<file path="src/rtl/rng_pkg.sv">
// rtl/rng_pkg.sv - shared widths and debias state type for the RNG entropy packer
package rng_pkg;
  localparam int RNG_WORD_W = 32;
  localparam int RNG_OVF_W  = 16;

  typedef enum logic {IDLE, HAVE_FIRST} debias_state_t;
endpackage

</file>
<file path="src/rtl/rng_word_fifo.sv">
// rtl/rng_word_fifo.sv - word FIFO with registered output and valid/ready read side
// Capacity counts the output register, so P_DEPTH words total can be held.
module rng_word_fifo
  import rng_pkg::*;
#(
  parameter int P_DEPTH = 8
) (
  input  logic                  clk,
  input  logic                  reset,
  input  logic                  push,
  input  logic [RNG_WORD_W-1:0] push_data,
  output logic                  full,
  output logic                  push_ok,
  output logic [RNG_WORD_W-1:0] out_data,
  output logic                  out_valid,
  input  logic                  out_ready
);
  localparam int AW = (P_DEPTH > 1) ? $clog2(P_DEPTH) : 1;
  localparam int CW = AW + 1;

  logic [RNG_WORD_W-1:0] mem [P_DEPTH];
  logic [AW-1:0]         wr_ptr;
  logic [AW-1:0]         rd_ptr;
  logic [CW-1:0]         mem_cnt;
  logic [CW-1:0]         total;
  logic                  pop;
  logic                  load;
  logic                  from_mem;
  logic                  bypass;
  logic                  to_mem;

  assign pop      = out_valid & out_ready;
  assign total    = mem_cnt + CW'(out_valid);
  assign full     = (total == CW'(P_DEPTH));
  assign push_ok  = push & (~full | pop);
  assign load     = ~out_valid | pop;
  assign from_mem = load & (mem_cnt != '0);
  // An empty store lets the pushed word go straight into the output register.
  assign bypass   = load & (mem_cnt == '0) & push_ok;
  assign to_mem   = push_ok & ~bypass;

  always_ff @(posedge clk) begin
    if (to_mem) begin
      mem[wr_ptr] <= push_data;
    end
  end

  always_ff @(posedge clk or posedge reset) begin
    if (reset) begin
      wr_ptr    <= '0;
      rd_ptr    <= '0;
      mem_cnt   <= '0;
      out_valid <= 1'b0;
      out_data  <= '0;
    end else begin
      if (to_mem) begin
        wr_ptr <= wr_ptr + 1'b1;
      end
      if (from_mem) begin
        rd_ptr <= rd_ptr + 1'b1;
      end
      mem_cnt <= mem_cnt + CW'(to_mem) - CW'(from_mem);
      if (from_mem) begin
        out_data  <= mem[rd_ptr];
        out_valid <= 1'b1;
      end else if (bypass) begin
        out_data  <= push_data;
        out_valid <= 1'b1;
      end else if (load) begin
        out_valid <= 1'b0;
      end
    end
  end
endmodule

</file>
<file path="src/rtl/rng_entropy_packer.sv">
// rtl/rng_entropy_packer.sv - ADC LSB entropy extractor, health test and 32-bit word packer
// Optional von Neumann debiasing is built when RNG_VN_DEBIAS_EN is defined.
module rng_entropy_packer
  import rng_pkg::*;
#(
  parameter int P_FIFO_DEPTH = 8,
  parameter int P_REP_LIMIT  = 32
) (
  input  logic                  clk,
  input  logic                  reset,
  input  logic [13:0]           ada_d,
  input  logic [13:0]           adb_d,
  input  logic                  ad_or,
  input  logic                  sample_valid,
  output logic [RNG_WORD_W-1:0] out_data,
  output logic                  out_valid,
  input  logic                  out_ready,
  output logic                  health_fail,
  output logic [RNG_OVF_W-1:0]  overflow_cnt
);
  logic                  raw_bit;
  logic                  raw_take;
  logic                  ovr_take;
  logic                  emit;
  logic                  emit_bit;
  logic [7:0]            rep_cnt;
  logic [7:0]            rep_next;
  logic                  prev_bit;
  logic [4:0]            pack_cnt;
  logic [RNG_WORD_W-1:0] shift_word;
  logic [RNG_WORD_W-1:0] word;
  logic                  word_vld;
  logic                  fifo_full;
  logic                  push_ok;
  logic                  drop;
  logic                  unused_bits;

  assign unused_bits = ^{ada_d[13:1], adb_d[13:1]};
  assign raw_bit     = ada_d[0] ^ adb_d[0];
  assign raw_take    = sample_valid & ~ad_or;
  assign ovr_take    = sample_valid & ad_or;

  always_comb begin
    rep_next = 8'd1;
    if (rep_cnt != 8'd0 && raw_bit == prev_bit) begin
      rep_next = (rep_cnt == 8'hFF) ? 8'hFF : rep_cnt + 8'd1;
    end
  end

  always_ff @(posedge clk or posedge reset) begin
    if (reset) begin
      rep_cnt     <= 8'd0;
      prev_bit    <= 1'b0;
      health_fail <= 1'b0;
    end else if (raw_take) begin
      rep_cnt  <= rep_next;
      prev_bit <= raw_bit;
      if (rep_next == 8'(P_REP_LIMIT)) begin
        health_fail <= 1'b1;
      end
    end
  end

`ifdef RNG_VN_DEBIAS_EN
  debias_state_t state;
  logic          first_bit;

  // Pair 10 emits 1 and pair 01 emits 0, i.e. the first bit of an unequal pair.
  assign emit     = raw_take & (state == HAVE_FIRST) & (first_bit != raw_bit) & ~health_fail;
  assign emit_bit = first_bit;

  always_ff @(posedge clk or posedge reset) begin
    if (reset) begin
      state     <= IDLE;
      first_bit <= 1'b0;
    end else if (ovr_take) begin
      state <= IDLE;
    end else if (raw_take) begin
      case (state)
        IDLE: begin
          first_bit <= raw_bit;
          state     <= HAVE_FIRST;
        end
        default: state <= IDLE;
      endcase
    end
  end
`else
  logic unused_ovr;

  assign unused_ovr = ovr_take;
  assign emit       = raw_take & ~health_fail;
  assign emit_bit   = raw_bit;
`endif

  always_ff @(posedge clk or posedge reset) begin
    if (reset) begin
      pack_cnt   <= 5'd0;
      shift_word <= '0;
      word       <= '0;
      word_vld   <= 1'b0;
    end else begin
      word_vld <= 1'b0;
      if (emit) begin
        shift_word[pack_cnt] <= emit_bit;
        pack_cnt             <= pack_cnt + 5'd1;
        if (pack_cnt == 5'd31) begin
          word     <= {emit_bit, shift_word[30:0]};
          word_vld <= 1'b1;
        end
      end
    end
  end

  rng_word_fifo #(
    .P_DEPTH(P_FIFO_DEPTH)
  ) u_fifo (
    .clk       (clk),
    .reset     (reset),
    .push      (word_vld),
    .push_data (word),
    .full      (fifo_full),
    .push_ok   (push_ok),
    .out_data  (out_data),
    .out_valid (out_valid),
    .out_ready (out_ready)
  );

  assign drop = word_vld & fifo_full & ~push_ok;

  always_ff @(posedge clk or posedge reset) begin
    if (reset) begin
      overflow_cnt <= '0;
    end else if (drop && overflow_cnt != '1) begin
      overflow_cnt <= overflow_cnt + 1'b1;
    end
  end
endmodule
</file>
<file path="config.mk">
export PLATFORM = sky130hd
export DESIGN_NAME = rng_entropy_packer
export DESIGN_NICKNAME = d
export VERILOG_FILES = /design/src/rtl/rng_pkg.sv /design/src/rtl/rng_word_fifo.sv /design/src/rtl/rng_entropy_packer.sv
export SDC_FILE = /design/constraint.sdc
export NUM_CORES = 1
export LEC_CHECK = 0
export ABC_AREA = 0
export BUFFER_PORTS_ARGS = -buffer_cell sky130_fd_sc_hd__buf_2
export CAP_MARGIN = 10
export CORE_MARGIN = 1
export CORE_UTILIZATION = 30
export DETAILED_ROUTE_END_ITERATION = 10
export GPL_TIMING_DRIVEN = 0
export HOLD_SLACK_MARGIN = 0.15
export PLACE_DENSITY = 0.49
export RECOVER_POWER = 25
export SYNTH_ARGS = -nofsm -noshare
export SYNTH_HDL_FRONTEND = slang
export SYNTH_HIERARCHICAL = 1
export SYNTH_SLANG_ARGS = --single-unit
export TNS_END_PERCENT = 30
</file>
<file path="constraint.sdc">
create_clock -name clk -period 6.9 [get_ports clk]
set_input_delay 1.035 -clock clk [delete_from_list [all_inputs] [get_ports clk]]
set_output_delay 1.035 -clock clk [all_outputs]
set_load 0.01 [all_outputs]
</file>
==> results by group <==
Outcome
  • Status: finished clean

Die
  • Die Area: about 0.054 mm²
  • Die X: ~230 µm
  • DIE HEIGHT: 231.8 µm
  • I/O pin total: between 80 and 90
  • Initial core utilization: 0.3064
  • # rows: 83
  • Core area: slightly above 0.05 mm²

Clock network
  • Total number of H-tree levels: 2
  • TritonCTS clock tree: built
  • CTS Sinks: 394
  • Hold buffers post-CTS: 0
  • Clock Tree Buf Depth: 3
  • Worst-Skew Late Latency: 0.56 ns
  • Clock root buffer master: clkbuf_16
  • CTS clk-pin slew, worst paths: roughly 0.06 ns
  • PostCTS Resize Cnt: 0
  • TritonCTS buffer count: 43
  • Setup bufs post-CTS: 0

Global route
  • Initial antenna violation count: 0
  • Gr ovfl total: 0
  • Tot GR Track Use: 0.1391
  • Largest net degree at the start of global routing: between 50 and 60
  • First-pass GRT wire length: approximately 56 mm
  • Vias in the first global route: 8838

STA
  • # setup viols final: 0
  • Fmax: 0.2687 GHz
  • Final Skew: roughly 0.015 ns
  • Fin crit share: 0.5393
  • Final worst setup slack: about 3.2 ns
  • Worst-Margin Slew: ~0.95 ns
  • Worst slew margin: 0.3616
  • Slew Viols, Final: 0
  • Tmin final: ~3.7 ns
  • Final hold viol count: 0
  • RSZ-0062 raised after global routing: no
  • Hold Slack: a little under 0.5 ns

Pwr
  • Power per cell area: approximately 350 mW/mm²
  • Max VDD drop: between 0.15 and 0.2 mV
  • LEAKAGE: 6.801 nW

Synthesis
  • Top-count cell post-synth: edfxtp_1
  • Post-synth cell types: 67
  • Syn Area/Cell: about 18 µm²
  • Synth top area cells: edfxtp_1, dfrtp_1, mux4_2, mux2_2, o221a_1
  • Mapped Area: approximately 0.016 mm²
  • Ys flop type: edfxtp_1
  • Synth Register Bits: just under 400
  • Synth warn: 6
  • Cell taking the most area after synthesis: edfxtp_1
  • Cells after Synth: between 800 and 900
  • Post-synthesis net count: between 900 and 1000
  • Sequential share of the synthesized area: 0.7030
  • EDFF count, synth: roughly 260
  • Most frequent cells after synthesis: edfxtp_1, dfrtp_1, mux2_2, mux4_2, o22a_1
  • Post-synthesis async set-or-reset flop share: 0.3503
  • Synth top area share: 0.4851

Route
  • Drt drc: 0
  • Detailed Routing Iterations Pass 1: 5
  • Vias per Instance: a little under 5
  • Iter 0 DRT Violations: 419
  • Post-Route WL: about 36 mm
  • Vias: around 8400
  • DRT antenna net count: 0
  • DR WL/cell: roughly 21 µm

Critical path
  • CP most frequent cell: ha_1
  • Startpoint Class: flop
  • Max Fanout on Critical Path: 10
  • Worst-path cell chain: ha_1 > ha_1 > xor2_1 > a2111oi_4 > o22ai_1 > nand3_1 > nor3_2 > buf_4 > buf_6
  • Critical Path Sink Type: flop
  • Crit path buf inv count: 2
  • Cell family with most CP delay: simple AND/OR/NAND/NOR gates
  • Req. time, crit path: between 7 and 8 ns
  • Worst EP arrival: roughly 4.0 ns
  • Crit Path Category: reg -> reg
  • Worst path max stage delay: between 0.8 and 0.9 ns
  • Slowest cell on crit path: nor3_2

Flow run
  • Max_cap viols: 0

Cells and area
  • Final std cells w/o fill: ~1700
  • Final nets: ~1100
  • Area Overhead vs Synth: 18.19%
  • Final core utilization: 0.3621
  • Diode count: 0
  • Fraction of layout cells with a size suffix above 1: 0.3159
  • Final Cell Area: between 0.015 and 0.02 mm²

Placed design
  • Pre-CTS WS: ~3.2 ns
  • Placer Congestion: between 0.7 and 0.8
  • Area after DPL: between 0.015 and 0.02 mm²
  • Cells after DPL: 1635
  • Port Buffer Count: 56
  • Dpl hpwl: approximately 24 mm

Worst hold path
  • Hold WC Path Type: reg -> reg
## tightest hold or removal path, cell delays in order, from the launching register on
cell	delay [ns]
dfrtp_1	0.36
nand2_1	0.05
nand2_1	0.05
## cell families (layout without fill, tap and decap cells)
family,Yosys count,count (layout),synth area share
DFF,394,394,0.7030
and+or+nand+nor,140,140,0.04998
muxes,131,131,0.1386
AOI/OAI and AO/OA,104,104,0.06080
buffers and inverters,61,222,0.01737
xor gates and xnor gates,25,25,0.01476
adders and majority gates,19,19,0.01548
## path summary, 6_finish.rpt
| check | start | end | slack [ns] | cells after the start |
|---|---|---|---|---|
| min in group asynchronous | reset | u_fifo/out_data[22]$_DFFE_PP0P_ | 0.53 | 2 |
| worst max-delay path | u_fifo/out_valid$_DFFE_PP0P_ | u_fifo/mem[1][31]$_DFFE_PP_ | 3.18 | 9 |
| worst min-delay path | prev_bit$_DFFE_PP0P_ | prev_bit$_DFFE_PP0P_ | 0.50 | 2 |
| worst max register to register | u_fifo/out_valid$_DFFE_PP0P_ | u_fifo/mem[1][31]$_DFFE_PP_ | 3.18 | 9 |
| max in group asynchronous | reset | rep_cnt[5]$_DFFE_PP0P_ | 5.57 | 3 |
| worst min register to register | prev_bit$_DFFE_PP0P_ | prev_bit$_DFFE_PP0P_ | 0.50 | 2 |
## state kept, by name (all words and copies together), names as in the netlist
register          flops
u_fifo/mem          256
u_fifo/out_data      32
word                 32
shift_word           31
overflow_cnt         16
rep_cnt               8
pack_cnt              5
u_fifo/mem_cnt        4
u_fifo/rd_ptr         3
u_fifo/wr_ptr         3
health_fail           1
prev_bit              1
u_fifo/out_valid      1
word_vld              1
## per-layer routing
metal  vias to the layer above  GRT usage  wire length [µm]
met4                         0    0.03228               571
met2                       137     0.2243             17470
li1                       3755          -                 -
met1                      4449     0.1925             16960
met5                         -          0                 0
met3                        47    0.02775              1431
## through the flow
step	power, mW	setup TNS (ns)
final	6.513	0
after global routing	6.828	0
after CTS	6.623	0
after detailed placement	4.364	0
after global placement	4.342	-108.42
after floorplan	3.870	0
## power breakdown
group	switching, mW	total [mW]	internal [mW]
combinational	0.788	1.43	0.637
sequential	0.145	2.86	2.71
clock	0.935	2.23	1.30
## cell usage in the layout (no fill, tap or decap), types with 8 or more instances in the layout
cell type and count:
nand2_1 22, ha_1 18, xor2_1 17, mux2_2 67, nor2_1 25, dfrtp_1 138
clkbuf_16 44, inv_1 15, clkbuf_1 35, buf_6 15, buf_2 75, a21oi_1 8
o22a_1 32, o221a_1 30, nor3_1 11, edfxtp_1 256, mux4_2 64, nand3_1 26
## cell type report
type / count / area [µm²]
clock buffers: 64 / 1246
fillers: 4895 / 32990
plain buffers: 44 / 211.5
clock inverters: 16 / 128.9
multi-input cells: 419 / 4479
repair buffers: 81 / 605.6
well taps: 680 / 850.8
inverters: 17 / 66.31
flip-flops and latches: 394 / 11140
No activity file was read; power rests on OpenSTA's default activity.
